`src/rtl/booth_r4_multiplier_if.sv`:
```
// Control and data bundle for booth_r4_multiplier: the execute stage drives the
// master side, the multiplier implements the slave side.
interface booth_r4_multiplier_if #(
  parameter int WIDTH = 64
);
  // Handshake: op_start is a request level that is honoured only on an edge
  // where the unit is in IDLE and op_clear is low; it is silently ignored in
  // CALC and DONE. op_done is a one-cycle completion pulse, and result is valid
  // from that pulse until the next accepted start or clear. op_clear aborts on
  // any edge and wins over op_start.
  logic                 op_start;
  logic                 op_clear;
  logic                 signed_mode;
  logic [WIDTH-1:0]     multiplier;
  logic [WIDTH-1:0]     multiplicand;
  logic                 busy;
  logic                 op_done;
  logic [2*WIDTH-1:0]   result;
  logic [1:0]           dbg_state;

  modport master (
    output op_start, op_clear, signed_mode, multiplier, multiplicand,
    input  busy, op_done, result, dbg_state
  );

  modport slave (
    input  op_start, op_clear, signed_mode, multiplier, multiplicand,
    output busy, op_done, result, dbg_state
  );
endinterface

```
`src/rtl/booth_r4_multiplier.sv`:
```
// Iterative radix-4 Booth multiplier: retires two multiplier bits per clock,
// signed or unsigned per operation, with a result register held between ops.
module booth_r4_multiplier #(
  parameter  int WIDTH = 64,
  localparam int ITER  = (WIDTH + 2) / 2
) (
  input logic                  clk,
  input logic                  reset_n,
  booth_r4_multiplier_if.slave bus
);

  localparam int EW = WIDTH + 2;       // extended operand width
  localparam int HW = WIDTH + 3;       // upper accumulator half, holds +/-2M
  localparam int AW = HW + EW + 1;     // upper half, multiplier, implicit bit
  localparam int CW = $clog2(ITER + 1);

  typedef enum logic [1:0] {
    S_IDLE = 2'd0,
    S_CALC = 2'd1,
    S_DONE = 2'd2
  } state_t;

  state_t               state_q, state_d;
  logic [AW-1:0]        acc_q;
  logic [EW-1:0]        mcand_q;
  logic [CW-1:0]        cnt_q;
  logic [2*WIDTH-1:0]   result_q;

  logic                 accept;
  logic                 last_step;
  logic [EW-1:0]        ext_a, ext_b;
  logic [HW-1:0]        m_ext, m_dbl, pp_mag, pp_add, hi_sum;
  logic                 pp_neg;
  logic [AW-1:0]        acc_step;

  assign accept    = (state_q == S_IDLE) && bus.op_start && !bus.op_clear;
  assign last_step = (cnt_q == CW'(1));

  assign ext_a = bus.signed_mode ? {{2{bus.multiplier[WIDTH-1]}}, bus.multiplier}
                                 : {2'b00, bus.multiplier};
  assign ext_b = bus.signed_mode ? {{2{bus.multiplicand[WIDTH-1]}}, bus.multiplicand}
                                 : {2'b00, bus.multiplicand};

  // FSM state register
  always_ff @(posedge clk or negedge reset_n) begin
    if (!reset_n) state_q <= S_IDLE;
    else          state_q <= state_d;
  end

  // FSM next-state logic
  always_comb begin
    state_d = state_q;
    case (state_q)
      S_IDLE:  if (accept) state_d = S_CALC;
      S_CALC:  if (last_step) state_d = S_DONE;
      S_DONE:  state_d = S_IDLE;
      default: state_d = S_IDLE;
    endcase
    if (bus.op_clear) state_d = S_IDLE;
  end

  // Booth recoding of the window {b(i+1), b(i), b(i-1)} at the accumulator LSBs
  assign m_ext = {mcand_q[EW-1], mcand_q};
  assign m_dbl = {m_ext[HW-2:0], 1'b0};

  always_comb begin
    pp_mag = '0;
    pp_neg = 1'b0;
    case (acc_q[2:0])
      3'b001, 3'b010: pp_mag = m_ext;
      3'b011:         pp_mag = m_dbl;
      3'b100: begin   pp_mag = m_dbl; pp_neg = 1'b1; end
      3'b101, 3'b110: begin pp_mag = m_ext; pp_neg = 1'b1; end
      default: begin  pp_mag = '0;    pp_neg = 1'b0; end
    endcase
  end

  // Subtraction is the one's complement plus a carry-in of one
  assign pp_add   = pp_neg ? ~pp_mag : pp_mag;
  assign hi_sum   = acc_q[AW-1 -: HW] + pp_add + HW'(pp_neg);
  assign acc_step = AW'($signed({hi_sum, acc_q[EW:0]}) >>> 2);

  // Datapath: operands, accumulator, iteration counter and held result
  always_ff @(posedge clk or negedge reset_n) begin
    if (!reset_n) begin
      acc_q    <= '0;
      mcand_q  <= '0;
      cnt_q    <= '0;
      result_q <= '0;
    end else if (bus.op_clear) begin
      acc_q    <= '0;
      mcand_q  <= '0;
      cnt_q    <= '0;
      result_q <= '0;
    end else if (accept) begin
      acc_q   <= {{HW{1'b0}}, ext_a, 1'b0};
      mcand_q <= ext_b;
      cnt_q   <= CW'(ITER);
    end else if (state_q == S_CALC) begin
      acc_q <= acc_step;
      cnt_q <= cnt_q - CW'(1);
      // The product sits just above the implicit bit once all steps are done
      if (last_step) result_q <= acc_step[2*WIDTH:1];
    end
  end

  assign bus.busy      = (state_q == S_CALC);
  assign bus.op_done   = (state_q == S_DONE);
  assign bus.result    = result_q;
  assign bus.dbg_state = state_q;

endmodule

```
`src/flat_wrapper.sv`:
```
// flat-port wrapper written by rule: the top's interface ports become plain ports
module booth_r4_multiplier_flat 
#(
  parameter  int WIDTH = 64,
  localparam int ITER  = (WIDTH + 2) / 2
)
  (clk, reset_n, bus_op_start, bus_op_clear, bus_signed_mode, bus_multiplier, bus_multiplicand, bus_busy, bus_op_done, bus_result, bus_dbg_state);
  booth_r4_multiplier_if #(.WIDTH(WIDTH)) bus_i ();
  input logic clk;
  input logic reset_n;
  input wire logic [$bits(bus_i.op_start)-1:0] bus_op_start;
  input wire logic [$bits(bus_i.op_clear)-1:0] bus_op_clear;
  input wire logic [$bits(bus_i.signed_mode)-1:0] bus_signed_mode;
  input wire logic [$bits(bus_i.multiplier)-1:0] bus_multiplier;
  input wire logic [$bits(bus_i.multiplicand)-1:0] bus_multiplicand;
  output wire logic [$bits(bus_i.busy)-1:0] bus_busy;
  output wire logic [$bits(bus_i.op_done)-1:0] bus_op_done;
  output wire logic [$bits(bus_i.result)-1:0] bus_result;
  output wire logic [$bits(bus_i.dbg_state)-1:0] bus_dbg_state;
  assign bus_i.op_start = bus_op_start;
  assign bus_i.op_clear = bus_op_clear;
  assign bus_i.signed_mode = bus_signed_mode;
  assign bus_i.multiplier = bus_multiplier;
  assign bus_i.multiplicand = bus_multiplicand;
  assign bus_busy = bus_i.busy;
  assign bus_op_done = bus_i.op_done;
  assign bus_result = bus_i.result;
  assign bus_dbg_state = bus_i.dbg_state;
  booth_r4_multiplier #(.WIDTH(WIDTH)) u_core (.clk(clk), .reset_n(reset_n), .bus(bus_i));
endmodule
```
`config.mk`:
```
export PLATFORM = sky130hd
export DESIGN_NAME = booth_r4_multiplier_flat
export DESIGN_NICKNAME = d
export VERILOG_FILES = /design/src/rtl/booth_r4_multiplier_if.sv /design/src/rtl/booth_r4_multiplier.sv /design/src/flat_wrapper.sv
export SDC_FILE = /design/constraint.sdc
export NUM_CORES = 1
export LEC_CHECK = 0
export ABC_AREA = 1
export BUFFER_PORTS_ARGS = -buffer_cell sky130_fd_sc_hd__buf_4
export CAP_MARGIN = 20
export CELL_PAD_IN_SITES_DETAIL_PLACEMENT = 0
export CELL_PAD_IN_SITES_GLOBAL_PLACEMENT = 1
export CORE_MARGIN = 10
export CORE_UTILIZATION = 43
export DETAILED_ROUTE_END_ITERATION = 12
export GPL_TIMING_DRIVEN = 0
export PLACE_DENSITY_LB_ADDON = 0.1
export SLEW_MARGIN = 20
export SYNTH_ARGS = -nofsm -noshare
export SYNTH_HDL_FRONTEND = slang
export SYNTH_SLANG_ARGS = --single-unit
```
`constraint.sdc`:
```
create_clock -name clk -period 4.5 [get_ports clk]
set_input_delay 0.675 -clock clk [delete_from_list [all_inputs] [get_ports clk]]
set_output_delay 0.675 -clock clk [all_outputs]
set_load 0.01 [all_outputs]
```
Word-level counts from Yosys, hierarchy flattened
Cells that the tools add are included.
Widths: inputs -> output; s select.
- latch bits: 0
- output and inout bits: 132
- register bits: 336
- input bits: 133
- word-level logic and storage cells: 55
- memory bits (writable): 0
- ROM bits: 0
- memories: 0
- shift-type cells: 0
- $mul: 0
- multiplexer cells: 21
- reductions and logical operators: 13
- $add $sub $neg: 3
- order comparisons: 0
- div/mod/pow operators: 0
- equality and inequality tests: 12
- bitwise gates (word level): 1
- operators with widths (operator ; count):
    $mux 128 ; 4
    $mux 134 ; 3
    $mux 66 ; 4
    $pmux 67 s2 ; 1
    $add 67x1->67 ; 1
    $add 67x67->67 ; 1
    $mux 67 ; 1
    $not 67->67 ; 1
    $mux 6 ; 3
    $eq 3x3->1 const B ; 3
    $eq 3x2->1 const B ; 2
    $eq 6x1->1 const B ; 1
    $mux 2 ; 3
    $ne 3x2->1 const B ; 2
    $reduce_bool 2->1 ; 3
    $sub 6x1->6 const B ; 1
    $pmux 2 s2 ; 1
    $reduce_or 4->1 ; 1
    $eq 3x1->1 const B ; 1
    $reduce_and 3->1 ; 1
    $reduce_bool 3->1 ; 1
    $reduce_or 3->1 ; 1
    $eq 2x1->1 const B ; 1
    $eq 2x2->1 const B ; 1
    7 further kinds ; 8

Depth between registers and ports, before layout
- depth after elaboration: 11
- depth in mapped cells: 24
- depth with buffers taken out: 22

Worst setup path after synthesis
No wires, ideal clock.
- path type: register to register
- from: reg u_core.acc_q[0]
- to: reg u_core.acc_q[99]
- slack: 1.348 ns
- required time: 4.382 ns
- data arrival time: 3.034 ns
- stages on the path, launching flop included: 18
- setup time: 0.118 ns
- cell sequence: dfrtp_1 > inv_1 > ha_1 > inv_1 > clkbuf_1 > clkbuf_1 > o22ai_1 > xor2_1 > ha_1 > a21oi_1 > a21boi_1 > nor2_1 > nor2_1 > o21ai_0 > nand3b_1 > or2_1 > nand3_1 > nand2_1
- longest elaborated chain between the ends: 10
- RTL lines (item ; line ; source):
    start: declaration ; booth_r4_multiplier.sv:24 ; logic [AW-1:0] acc_q;
    start signal: assignment ; booth_r4_multiplier.sv:96 ; acc_q <= {{HW{1'b0}}, ext_a, 1'b0};
    start signal: assignment ; booth_r4_multiplier.sv:100 ; acc_q <= acc_step;
    $eq 3x1->1 (tied with other cells) ; booth_r4_multiplier.sv:69 ; case (acc_q[2:0])
    $reduce_or 4->1 (no line) / $reduce_or 2->1 (equally long branches) ; - ;
    $pmux 67 s2 ; booth_r4_multiplier.sv:69 ;
    $not 67->67 ; booth_r4_multiplier.sv:79 ; assign pp_add = pp_neg ? ~pp_mag : pp_mag;
    $mux 67 ; booth_r4_multiplier.sv:79 ;
    $add 67x67->67 ; booth_r4_multiplier.sv:80 ; assign hi_sum = acc_q[AW-1 -: HW] + pp_add + HW'(pp_neg);
    $add 67x1->67 * ; booth_r4_multiplier.sv:80 ;
    $mux 134 * ; booth_r4_multiplier.sv:99 ; end else if (state_q == S_CALC) begin
    $mux 134 * ; booth_r4_multiplier.sv:95 ; end else if (accept) begin
    $mux 134 * ; booth_r4_multiplier.sv:90 ; end else if (bus.op_clear) begin
Mark *: on every way between the ends. The rest lies on a longest branch, timed or not. The select of a mux whose other input is x is not followed.
A chain may end at the register's enable or synchronous reset.

Final worst setup path
- from: reg u_core.acc_q[0]
- to: reg u_core.acc_q[127]
The elaborated chain is that of the path after synthesis.

==> results.cfg <==
[sta]
fmax_ghz = 0.2317
rsz0062_at_grt = false
finalCriticalPeriod_ns = 4.316
hold_violations = 0
slew_headroom_pct = 34.65
setup_viol = 0
setup_tns_ns = 0
tightest_slew_ns = 0.9802
hold_ws_ns = 0.07069
post-route-period-util_pct = 95.90
drv_slew = 0
clock_skew_ns = 0.02282

[floorplanning]
pin_count = 265
die_y_um = 232.9
die-area_mm2 = 0.05425
initial_core_util_pct = 43.80
row_count = 77
dieWidth_um = 232.9
core_mm2 = 0.04451

[placed_design]
dp_cells = 3397
dpl.hpwl_um = 55690
portBuffers = 264
place_congestion = 0.9505

[yosys]
netlist_area_mm2 = 0.01949
synth_edf_count = 0
ys_warn_count = 0
ys_types = 51
synthArstFlopShare_pct = 100.0
synth.most_common_cell = nand2_1
synth_top_cells_by_count = nand2_1, dfrtp_1, inv_1
synth_area_leaders = dfrtp_1, nand2_1, o21ai_0
ys_seq_elements = 333
synth_top_cell_by_area = dfrtp_1
yosysSeqAreaShare_pct = 42.75
synthDominantCellAreaShare_pct = 42.75
synth.avg_cell_area_um2 = 7.681
synth_ff_type = dfrtp_1
netlist_instances = 2538
syn-num-nets = 2745

[detailed_routing]
detail-route-antenna-nets = 0
drt-pass1-iter-count = 5
drt_iter0_drc = 1457
wirelength_um = 70680
wl_per_cell_um = 20.38
drc = 0
num_vias = 18380
viasPerCell = 5.298

[grt]
antenna_found_initial = 4
grtUsageTotal_pct = 25.77
grt_pass1_vias = 18850
use_met1_pct = 32.17
grtUsageMet3_pct = 6.790
grt_max_degree = 90
top_usage_layer = met2
grt_pass1_wl_um = 108600
grt-ovfl-total = 0
use_met2_pct = 43.21

[finish]
nNetsFinal = 3054
drive_gt1_share_pct = 14.68
area_growth_pct = 21.20
finish.utilization_pct = 53.08
fin_cells = 3469

[power]
pwr-share-clk_pct = 29.5
leakage_nw = 12.19
combPwrFrac_pct = 37.7
ir_worst_vdd_uv = 313.5
p_int_mw = 6.520
power_switching_mw = 4.379
p_per_area_mw_per_mm2 = 461.3
seq_power_share_pct = 32.8
switching_share_pct = 40.18

[clock_tree]
cts_buffers = 40
clock_sinks = 333
clkTransAtPathRegs_ns = 0.06
htreeDepth = 2
cts_root_buf = clkbuf_16
cts.path.max_buffers = 3
cts_tree = built
clock_latency_ns = 0.58

[job]
maxCapViolCount = 0

[critical_path]
path_cells = inv_1, ha_1, nand2_1, nand3_1, buf_2, buf_2, xor2_1, ha_1, inv_1, o21ai_0, a21oi_1, o21ai_0, nor2_1, inv_1, a21oi_1, nand3b_1, nand3_1, nand2_1
regToRegSetupSlack_ns = 0.18
arrival_ns = 4.79
slowest_stage = buf_2
critical_path_required_ns = 4.97
cp_max_fo = 10
crit_top_cell = inv_1
start_kind = flip-flop
cpPeakStageDelay_ns = 0.42
cp-end-kind = flip-flop
critical_path_class = flip-flop to flip-flop

[min_path]
hp-class = input port to async pin

[outcome]
outcome = complete, no violations
==> per-stage QoR <==
stage	power [mW]	area [µm²]	setup WS (ns)
after global routing	11.58	23620	0.003228
after floorplan	6.275	19490	1.348
after global placement	7.636	22220	-0.4656
final	10.90	23630	0.1844
after detailed placement	7.681	22310	-0.4268
after CTS	10.93	23610	0.01056
==> cells in the final DEF (no fill, tap or decap), types with 40 or more instances in the layout <==
cell | netlist | routed
buf_4 | 1 | 266
o22ai_1 | 66 | 66
o21ai_1 | 43 | 43
nand3_1 | 112 | 112
ha_1 | 73 | 73
nor2_1 | 164 | 164
nand2_1 | 631 | 631
dfrtp_1 | 333 | 333
a21oi_1 | 87 | 87
clkbuf_1 | 63 | 73
inv_1 | 327 | 326
clkbuf_16 | 0 | 40
xor2_1 | 87 | 87
o21ai_0 | 277 | 277
a32o_1 | 57 | 57
==> final timing paths <==
kind / startpoint / endpoint / cells after the start
worst min register to register: u_core.bus.result[113] / u_core.bus.result[113] / 2
min in group clk: bus_multiplicand[47] / u_core.mcand_q[47] / 3
max in group asynchronous: reset_n / u_core.acc_q[40] / 3
worst max register to register: u_core.acc_q[0] / u_core.acc_q[127] / 18
worst min-delay path: reset_n / u_core.mcand_q[19] / 1
worst max-delay path: u_core.acc_q[0] / u_core.acc_q[127] / 18
==> flip-flops by register name (all words and copies together) (netlist names) <==
register,flops
u_core.cnt_q,6
u_core.mcand_q,65
u_core.bus.dbg_state,2
u_core.acc_q,132
u_core.bus.result,128
==> cells by family after synthesis <==
group	synth area share, %
AND/OR/NAND/NOR	21.14
AO/OA/AOI/OAI	18.25
buffers and inverters	8.748
flip-flops	42.75
XOR/XNOR	4.268
adder cells (fa/ha/maj)	4.788
multiplexers	0.05135
==> layer usage <==
metal / share of wire [%] / vias to the layer above / wire [µm]
li1: - / 8953 / -
met1: 42 / 8838 / 30030
met2: 48 / 491 / 33850
met3: 7.3 / 92 / 5125
met4: 2.3 / 6 / 1622
met5: 0.085 / - / 60
==> power groups by stage <==
stage	logic, mW	registers [mW]	clock network, mW
floorplan	2.70	3.58	0
global placement	4.02	3.61	0
detailed placement	4.06	3.62	0
CTS	4.09	3.57	3.27
global route	4.56	3.62	3.40
finish	4.11	3.58	3.21
==> worst max-delay path: cells and delay by family (launching register included) <==
| family | cells | cell delay [ns] |
|---|---|---|
| flops | 1 | 0.40 |
| xor+xnor | 1 | 0.36 |
| compound gates | 4 | 0.95 |
| fa+ha+maj | 2 | 0.51 |
| simple gates | 6 | 0.83 |
| buf+inv | 5 | 1.14 |
==> timing repair <==
item / CTS / global route
resized for setup: 1 / 3
cloned: 0 / 0
setup buffers: 0 / 2
endpoints found under the setup margin: 58 / 23
hold buffers: 0 / 0
hold endpoints to repair: 0 / 0
==> cell type report <==
type,instances,area (µm²)
fillers,4514,20880
multi-input cells,1763,9455
flip-flops and latches,333,8333
repair buffers,269,2087
inverters,333,1254
clock buffers,64,1221
well taps,592,740.7
plain buffers,107,452.9
clock inverters,6,77.57
diodes,2,5.005
(Power assumes the default switching activity.)
